===== src/rtl/config_div_pkg.sv =====
// Shared types and helpers for the configurable shift-subtract divider.
// Contents:
//   div_state_e : divider FSM states
//   MAG_W       : working width of the generic magnitude helper
//   cnt_width() : width of the iteration counter for a given dividend width
//   magnitude() : absolute value of a width-bit field, or a pass-through in unsigned mode
package config_div_pkg;

  typedef enum logic [1:0] {
    IDLE = 2'd0,
    CALC = 2'd1,
    FIX  = 2'd2,
    DONE = 2'd3
  } div_state_e;

  localparam int unsigned MAG_W = 64;

  // Counter counts down from n-1 to 0; keep at least one bit.
  function automatic int unsigned cnt_width(input int unsigned n);
    return (n < 2) ? 1 : $clog2(n);
  endfunction

  // Magnitude of the low 'width' bits of value, treated as two's complement
  // when is_signed is set. Bits above 'width' in the result are cleared.
  function automatic logic [MAG_W-1:0] magnitude(input logic [MAG_W-1:0] value,
                                                 input int unsigned      width,
                                                 input logic             is_signed);
    logic [MAG_W-1:0] mask;
    logic             neg;
    mask = (MAG_W'(1) << width) - MAG_W'(1);
    neg  = is_signed && ((value & (MAG_W'(1) << (width - 1))) != '0);
    return (neg ? (~value + MAG_W'(1)) : value) & mask;
  endfunction

endpackage


===== src/rtl/config_shiftsub_step.sv =====
// One restoring-division iteration (purely combinational).
// Ports:
//   prem          : current partial remainder (lengthDivisor+1 bits)
//   next_bit      : next dividend bit, MSB first
//   divisor_mag   : |divisor|
//   prem_next_c   : partial remainder after shift and conditional subtract
//   q_bit_c       : quotient bit produced by this iteration
module config_shiftsub_step
  import config_div_pkg::*;
#(
  parameter int unsigned lengthDivisor = 4
) (
  input  logic [lengthDivisor:0]   prem,
  input  logic                     next_bit,
  input  logic [lengthDivisor-1:0] divisor_mag,
  output logic [lengthDivisor:0]   prem_next_c,
  output logic                     q_bit_c
);

  localparam int unsigned LS = lengthDivisor;

  logic [LS:0] shifted;
  logic [LS:0] dvs_ext;

  // prem < |divisor| between iterations, so the shift never overflows LS+1 bits.
  assign shifted     = (prem << 1) | (LS + 1)'(next_bit);
  assign dvs_ext     = {1'b0, divisor_mag};
  assign q_bit_c     = (shifted >= dvs_ext);
  assign prem_next_c = q_bit_c ? (shifted - dvs_ext) : shifted;

endmodule


===== src/rtl/config_shiftsub_divider.sv =====
// Iterative restoring divider: wide dividend / narrow divisor -> quotient and
// remainder, one quotient bit per cycle, runtime signed/unsigned selection.
// Ports:
//   clk, rst_n              : clock (rising edge), async active-low reset
//   in_valid / in_ready     : operand handshake (is_signed, dividend, divisor)
//   out_valid / out_ready   : result handshake (quotient, remainder, div_by_zero)
//   quotient                : truncated toward zero
//   remainder               : sign follows the dividend in signed mode
//   div_by_zero             : result produced from a zero divisor
module config_shiftsub_divider
  import config_div_pkg::*;
#(
  parameter int unsigned lengthDividend = 8,
  parameter int unsigned lengthDivisor  = 4
) (
  input  logic                      clk,
  input  logic                      rst_n,
  input  logic                      in_valid,
  output logic                      in_ready,
  input  logic                      is_signed,
  input  logic [lengthDividend-1:0] dividend,
  input  logic [lengthDivisor-1:0]  divisor,
  output logic                      out_valid,
  input  logic                      out_ready,
  output logic [lengthDividend-1:0] quotient,
  output logic [lengthDivisor-1:0]  remainder,
  output logic                      div_by_zero
);

  localparam int unsigned LD = lengthDividend;
  localparam int unsigned LS = lengthDivisor;
  localparam int unsigned CW = cnt_width(LD);

  div_state_e  state;
  logic [CW-1:0] cnt;
  logic        loaded;     // magnitudes registered for the current division
  logic        sign_mode;
  logic [LD-1:0] dvd_raw;
  logic [LS-1:0] dvs_raw;
  logic [LS-1:0] dvs_mag;
  logic [LD-1:0] work;     // dividend bits leave at the MSB, quotient bits enter at the LSB
  logic [LS:0]   prem;

  logic [LS:0]   prem_next_c;
  logic          q_bit_c;
  logic          dvd_neg_c;
  logic          dvs_neg_c;
  logic [LD-1:0] dvd_mag_c;
  logic [LS-1:0] dvs_mag_c;

  // Operand signs and magnitudes, derived from the latched operands.
  assign dvd_neg_c = sign_mode & dvd_raw[LD-1];
  assign dvs_neg_c = sign_mode & dvs_raw[LS-1];
  assign dvd_mag_c = LD'(magnitude(MAG_W'(dvd_raw), LD, sign_mode));
  assign dvs_mag_c = LS'(magnitude(MAG_W'(dvs_raw), LS, sign_mode));

  config_shiftsub_step #(
    .lengthDivisor (LS)
  ) u_step (
    .prem        (prem),
    .next_bit    (work[LD-1]),
    .divisor_mag (dvs_mag),
    .prem_next_c (prem_next_c),
    .q_bit_c     (q_bit_c)
  );

  // Control FSM and datapath registers.
  always_ff @(posedge clk or negedge rst_n) begin
    if (!rst_n) begin
      state       <= IDLE;
      cnt         <= '0;
      loaded      <= 1'b0;
      sign_mode   <= 1'b0;
      dvd_raw     <= '0;
      dvs_raw     <= '0;
      dvs_mag     <= '0;
      work        <= '0;
      prem        <= '0;
      in_ready    <= 1'b1;
      out_valid   <= 1'b0;
      quotient    <= '0;
      remainder   <= '0;
      div_by_zero <= 1'b0;
    end else begin
      case (state)
        IDLE: begin
          if (in_valid) begin
            sign_mode <= is_signed;
            dvd_raw   <= dividend;
            dvs_raw   <= divisor;
            cnt       <= CW'(LD - 1);
            loaded    <= 1'b0;
            in_ready  <= 1'b0;
            state     <= CALC;
          end
        end

        CALC: begin
          if (!loaded) begin
            // First cycle: resolve divide-by-zero, else register magnitudes so
            // the negation stays off the iteration path.
            if (dvs_raw == '0) begin
              quotient    <= '1;
              remainder   <= '0;
              div_by_zero <= 1'b1;
              out_valid   <= 1'b1;
              state       <= DONE;
            end else begin
              work        <= dvd_mag_c;
              dvs_mag     <= dvs_mag_c;
              prem        <= '0;
              div_by_zero <= 1'b0;
              loaded      <= 1'b1;
            end
          end else begin
            work <= (work << 1) | LD'(q_bit_c);
            prem <= prem_next_c;
            if (cnt == '0) begin
              state <= FIX;
            end else begin
              cnt <= cnt - CW'(1);
            end
          end
        end

        FIX: begin
          // Unsigned mode has both sign flags clear, so values pass through.
          quotient  <= (dvd_neg_c ^ dvs_neg_c) ? -work : work;
          remainder <= dvd_neg_c ? -prem[LS-1:0] : prem[LS-1:0];
          out_valid <= 1'b1;
          state     <= DONE;
        end

        DONE: begin
          if (out_ready) begin
            out_valid <= 1'b0;
            in_ready  <= 1'b1;
            state     <= IDLE;
          end
        end

        default: state <= IDLE;
      endcase
    end
  end

endmodule


===== config.mk =====
export PLATFORM = sky130hd
export DESIGN_NAME = config_shiftsub_divider
export DESIGN_NICKNAME = d
export VERILOG_FILES = /design/src/rtl/config_div_pkg.sv /design/src/rtl/config_shiftsub_step.sv /design/src/rtl/config_shiftsub_divider.sv
export SDC_FILE = /design/constraint.sdc
export NUM_CORES = 1
export LEC_CHECK = 0
export BUFFER_PORTS_ARGS = -buffer_cell sky130_fd_sc_hd__buf_2
export CORE_UTILIZATION = 48
export DETAILED_ROUTE_END_ITERATION = 7
export PLACE_DENSITY = 0.68
export RECOVER_POWER = 50
export SYNTH_ARGS = -nofsm -noshare
export SYNTH_HDL_FRONTEND = slang
export SYNTH_SLANG_ARGS = --single-unit

===== constraint.sdc =====
create_clock -name clk -period 2.12 [get_ports clk]
set_input_delay 0.318 -clock clk [delete_from_list [all_inputs] [get_ports clk]]
set_output_delay 0.318 -clock clk [all_outputs]
set_load 0.02 [all_outputs]

Word level (Yosys, flattened, before mapping)
Cells that the tools add are included.
Operators by class
  equality and inequality tests: 12
  $lt $le $gt $ge: 1
  add/sub/neg operators: 6
  muxes and demuxes: 36
  bitwise operators: 9
  reduce and logical (&&, ||, !) cells: 19
Operator list (count)
  $mux W8: 6
  $mux W4: 7
  $pmux W8 S2: 1
  $ne A2 B2 Y1 const B: 7
  $reduce_and A4 Y1: 3
  $mux W2: 5
  $mux W3: 3
  $reduce_and A3 Y1: 3
  $add A8 B1 Y8 const B: 1
  $mux W1: 8
  $neg A8 Y8: 1
  $not A8 Y8: 1
  $or A8 B1 Y8: 1
  $pmux W2 S4: 1
  $pmux W4 S2: 1
  $reduce_and A2 Y1: 4
  $ne A3 B3 Y1 const B: 2
  $pmux W3 S2: 1
  $reduce_bool A2 Y1: 3
  $ge A5 B4 Y1: 1
  $or A5 B1 Y5: 1
  $add A4 B1 Y4 const B: 1
  $eq A2 B2 Y1 const B: 2
  $logic_not A4 Y1: 1
  14 further kinds: 18
Storage, ports and cells
  logic and storage cells: 97
  bits of input ports: 17
  output and inout port bits: 15
  register bits: 50

Longest topological paths before layout
  word-level depth: 5
  mapped depth: 7
  depth with buffers taken out: 7

By module
Synthesis repeated with hierarchy kept, for this count alone.
Second synthesis, totals
  cell total of the unflattened synthesis: 286
  area, all modules: 2885.3 µm²
By module, submodules not included
  config_shiftsub_divider: cells each 251, sequential area each 1277.5 µm², area an instance 2637.5 µm², instances 1
  config_shiftsub_step: cells each 35, sequential area each 0.0 µm², area an instance 247.7 µm², instances 1

Worst setup path after synthesis
OpenSTA, ideal clock, no wires.
  kind: register to register
  start: register state[1]
  end: register state[1]
  slack: 210 ps
  cell stages (with the launch flop): 8
  buffers on the path: 1
  required time: 1995 ps
  setup time: 125 ps
  arrival: 1785 ps
  clock period less this slack: 1910 ps
  path through: dfrtp_1 inv_1 ha_1 and2_1 buf_2 a221oi_2 nor2b_1 mux2_2
On the way
  word-level cells in the longest chain between the ends: 3
  elaborated cells between the ends (all ways): 10
  those cells by class: 7 x eq/ne; 1 x mux; 2 x reduce/logical
Ends and longest elaborated chain
  start, declared: RTL line config_shiftsub_divider.sv:34  | div_state_e state;
  start signal, assigned: RTL line config_shiftsub_divider.sv:70  | state <= IDLE;
  start signal, assigned: RTL line config_shiftsub_divider.sv:94  | state <= CALC;
  start signal, assigned: RTL line config_shiftsub_divider.sv:107  | state <= DONE;
  $eq A2 B1 Y1 (tied with other cells): RTL line config_shiftsub_divider.sv:85  | case (state)
  $ne A3 B3 Y1 (no line) / $ne A2 B2 Y1 (equally long branches)
  $reduce_and A4 Y1 (no line)
Several ways; a longest one is shown, not always the timed one.
A chain may end at the register's enable or synchronous reset.

Worst setup path in the final report
  start: register prem[1]
  end: register prem[3]
On the way
  word-level cells in the longest chain between the ends: 4
  elaborated cells between the ends (all ways): 5
  those cells by class: 1 x add/sub; 1 x order compare; 2 x mux; 1 x bitwise
Ends and longest elaborated chain
  start, declared: RTL line config_shiftsub_divider.sv:42  | logic [LS:0] prem;
  start signal, assigned: RTL line config_shiftsub_divider.sv:117  | prem <= prem_next_c;
  $or A5 B1 Y5 (*): RTL line config_shiftsub_step.sv:26  | assign shifted = (prem << 1) | (LS + 1)'(next_bit);
  $sub A4 B4 Y4 / $ge A5 B4 Y1 (equally long branches): RTL line config_shiftsub_step.sv:29, config_shiftsub_step.sv:28
  $mux W4 (*): RTL line config_shiftsub_step.sv:29  | assign prem_next_c = q_bit_c ? (shifted - dvs_ext) : shifted;
  $mux W4 (*): RTL line config_shiftsub_divider.sv:99  | if (!loaded) begin
Mark *: on every way between the ends. The rest lies on a longest branch, timed or not.

==> results.md <==
Outcome:
- The run finished with clean final reports.

Die:
- The horizontal extent of the die is 78.6 um.
- The die is 78.6 um tall.
- The initial utilization of the core area, before any placement, comes to 0.506.
- The region available for standard cell placement spans around 5600 um^2.
- During I/O placement, the number of pins put on the boundary was 32.
- The number of standard-cell rows in the floorplan is 27.
- The floorplan step defined a die boundary enclosing 6180 um^2.

Timing:
- Headroom to the max-slew limit came out at 0.349.
- Once routing completed, OpenROAD measured the worst setup slack at 108 ps.
- The number of hold violations in the final report is 0.
- The total setup violations reported at the end of the flow is 0.
- The summed negative setup slack over all endpoints is 0 ps.
- Of the available clock period, the critical path in the final layout requires 0.949.
- The final number of max-transition violations was 0.
- The measured slew at the worst slew-check pin is 976 ps.
- The worst hold margin is 234 ps.
- The final critical delay including setup and external delays is 2010 ps.
- Setup repair after global routing left no endpoint under its margin.
- For the final database, setup skew stands at between 8 and 9 ps.
- Derived from the worst setup path, the maximum achievable clock frequency is slightly below 0.5 GHz.

Detailed routing:
- The final layout contains routed wiring with a total length of roughly 6000 um.
- In the routed design, unresolved DRC markers number 0.
- The first-pass detailed-route iteration total is 4.
- The per-cell via count in the routed design is 5.60.
- In this run, the number of DRC markers left after iteration 0 of detailed routing was 118.
- The detail route stage leaves a number of antenna-violating nets equal to 0.
- Dividing the detail-routed wire length by the instance count gives ~16 um.
- The total via count after detailed routing is 2,138.

Clock network:
- The clock latency at the later pin of the worst-skew pair is roughly 300 ps.
- The clock root buffer is sky130_fd_sc_hd__clkbuf_8.
- The H-tree was split into 2 levels.
- The longest clock path from root to sink contains 2 buffers.
- The CTS tree is built.
- The number of buffers created by CTS is 5.
- The clock-pin slew reported for the worst setup and hold paths after clock tree synthesis is about 90 ps.
- Clock tree synthesis found a total of 50 sinks.
- Buffers added to address setup during post-CTS repair amount to 0.

Placement:
- The worst setup slack after placement is between 100 and 150 ps.
- The number of buffer cells added on primary ports is 31.
- At the end of routability-driven placement, the weighted congestion stood at 0.828.
- The detailed placer's ending HPWL is between 4000 and 5000 um.

Yosys:
- Synthesis produced a netlist with a net count of around 300.
- After synthesis, the most frequently instantiated cells are 49 x sky130_fd_sc_hd__dfrtp_1, 24 x sky130_fd_sc_hd__inv_1, 20 x sky130_fd_sc_hd__nor2_1.
- In the post-synthesis netlist, the biggest area contributors are sky130_fd_sc_hd__dfrtp_1 43%, sky130_fd_sc_hd__ha_1 6.7%, sky130_fd_sc_hd__mux2_2 6.4%.
- The most frequently used cell type in the post-synthesis netlist is sky130_fd_sc_hd__dfrtp_1.
- The most instantiated flip-flop cell in the synthesis netlist is sky130_fd_sc_hd__dfrtp_1.
- After synthesis, the netlist uses 52 different library cells.
- The synthesized design contains 50 register bits.
- A synthesized cell averages 10.6 um^2.
- The share of synthesized area in the top cell type comes to 0.435.
- In this run, synthesis inferred 0 flip-flops with an integrated enable.
- The summed instance area of the synthesized netlist is 2820 um^2.
- The count of warnings emitted by yosys is 0.
- The share of async-settable or async-resettable flops after synthesis is 1.00.
- The share of the Yosys chip area taken by registers is 0.444.
- In the synthesized netlist, the number of instances is 265.
- The post-synthesis cell type with the largest combined area is sky130_fd_sc_hd__dfrtp_1.

Finish:
- The diode insertion count for antenna repair is 0.
- The synthesis-to-layout area growth is 14.6%.
- The share of final-layout standard cells stronger than drive strength 1 is 0.213.
- After the last flow step, the layout net total stands at 342.
- Once layout is complete, the utilization of the core stands at 0.579.

Min path:
- In this run the most critical hold path is launched from dividend[1].
- The worst hold path passes through 2 cells.
- In this run the worst hold path is classified as in -> reg.
- The end of the worst hold path is dvd_raw[1].

GRT:
- The first-pass GRT wire length is 10,400 um.
- The number of global-route vias before repair was 2,124.
- The number of antenna violations at the first check in global routing came to 0.
- The final global-route overflow total is 0.
- Entering global routing, the biggest net connects 20 pins.
- Across every metal layer, demand over resource in global routing totals 0.220.

Setup path:
- The reg-to-reg critical path startpoint is prem[1].
- The data required time of the worst path is 2310 ps.
- In this run the worst path has a maximum fanout of 5.
- The reg-to-reg critical path endpoint is prem[3].
- The launching element type of the critical path is a register.
- The depth of the worst register-to-register path is 5.
- By startpoint and endpoint, the worst setup path is classified as reg -> reg.
- The arrival time of the worst setup path is 2200 ps.
- STA classifies the critical path endpoint as a register.
- The slack of the worst reg-to-reg path is roughly 110 ps.

Power and ir drop:
- The worst vdd rail ir drop is 736 uV.
- Power spread over the standard cell area amounts to ~1700 nW/um^2.
- In this run the static leakage power is 1.41 nW.
- The overall power of the completed layout is 5.54 mW.

Job:
- The count of maximum capacitance violations is 0.
logic make-up after synthesis:
family / share of synthesized area
AOI/OAI and AO/OA: 0.185
and+or+nand+nor: 0.131
DFF: 0.444
buffers and inverters: 0.0453
muxes: 0.0746
adders and majority gates: 0.0737
xor gates and xnor gates: 0.0462
layer usage:
metal  track usage  up-vias  wire length [um]
met2         0.350       46              2730
li1              -     1050                 -
met5             0        -                 0
met4        0.0722        0                90
met1         0.296     1032              2930
met3        0.0488       10               256
cell type report:
| type | count | area, um^2 |
|---|---|---|
| Fill cell | 515 | 2340 |
| Clock buffer | 8 | 110 |
| Sequential cell | 50 | 1250 |
| Multi-Input combinational cell | 183 | 1450 |
| Inverter | 24 | 90.1 |
| Tap cell | 72 | 90.1 |
| Timing Repair Buffer | 45 | 239 |
stage by stage:
step	instances	instance area (um^2)
floorplan	265	2820
global placement	373	3120
detailed placement	373	3120
CTS	382	3240
global route	382	3230
finish	382	3230
state kept, by name (all words and copies together), names as in the netlist:
register / cells
cnt: 3
div_by_zero: 1
dvd_raw: 8
dvs_mag: 4
dvs_raw: 4
in_ready: 1
loaded: 1
out_valid: 1
prem: 4
quotient: 8
remainder: 4
sign_mode: 1
state: 2
work: 8
worst max-delay path by stage:
stage | startpoint | to | slack (ps) | cells past startpoint
finish | prem[1] | prem[3] | 110 | 5
global route | prem[1] | prem[3] | 0.4 | 5
CTS | prem[1] | prem[3] | 120 | 5
detailed placement | prem[1] | prem[3] | 140 | 5
global placement | prem[1] | prem[3] | 200 | 5
floorplan | state[1] | state[1] | 210 | 7
repair_timing:
item                       4_1_cts  5_1_grt
setup endpoints to repair        0        2
hold buffers                     1        0
resized for setup                0        2
hold endpoints to repair        14        0
worst max-delay path: stages, from the launching register on:
cell and delay (ps):
sky130_fd_sc_hd__dfrtp_1 430, sky130_fd_sc_hd__ha_1 350, sky130_fd_sc_hd__a21oi_1 250, sky130_fd_sc_hd__a31oi_1 180, sky130_fd_sc_hd__or4_1 430, sky130_fd_sc_hd__a32o_1 270
power breakdown:
group | internal, mW | switching [mW] | leakage, nW
logic | 1.37 | 1.60 | 0.760
registers | 1.42 | 0.504 | 0.594
clock network | 0.330 | 0.315 | 0.0575
cell usage in the layout, fill, tap and decap left out, drive strengths merged, types with 4 or more instances in the layout:
master  instances
dfrtp          49
buf            27
clkbuf         25
inv            24
nor2           21
mux2           16
ha             15
a21oi          14
nand2          12
xnor2          12
o22a            7
nor3            6
nand3           6
o21ai           6
nand2b          5
o31ai           5
a221o           5
a31oi           5
o22ai           4
nor4b           4
Note: power is estimated with default switching activity, not from simulation.
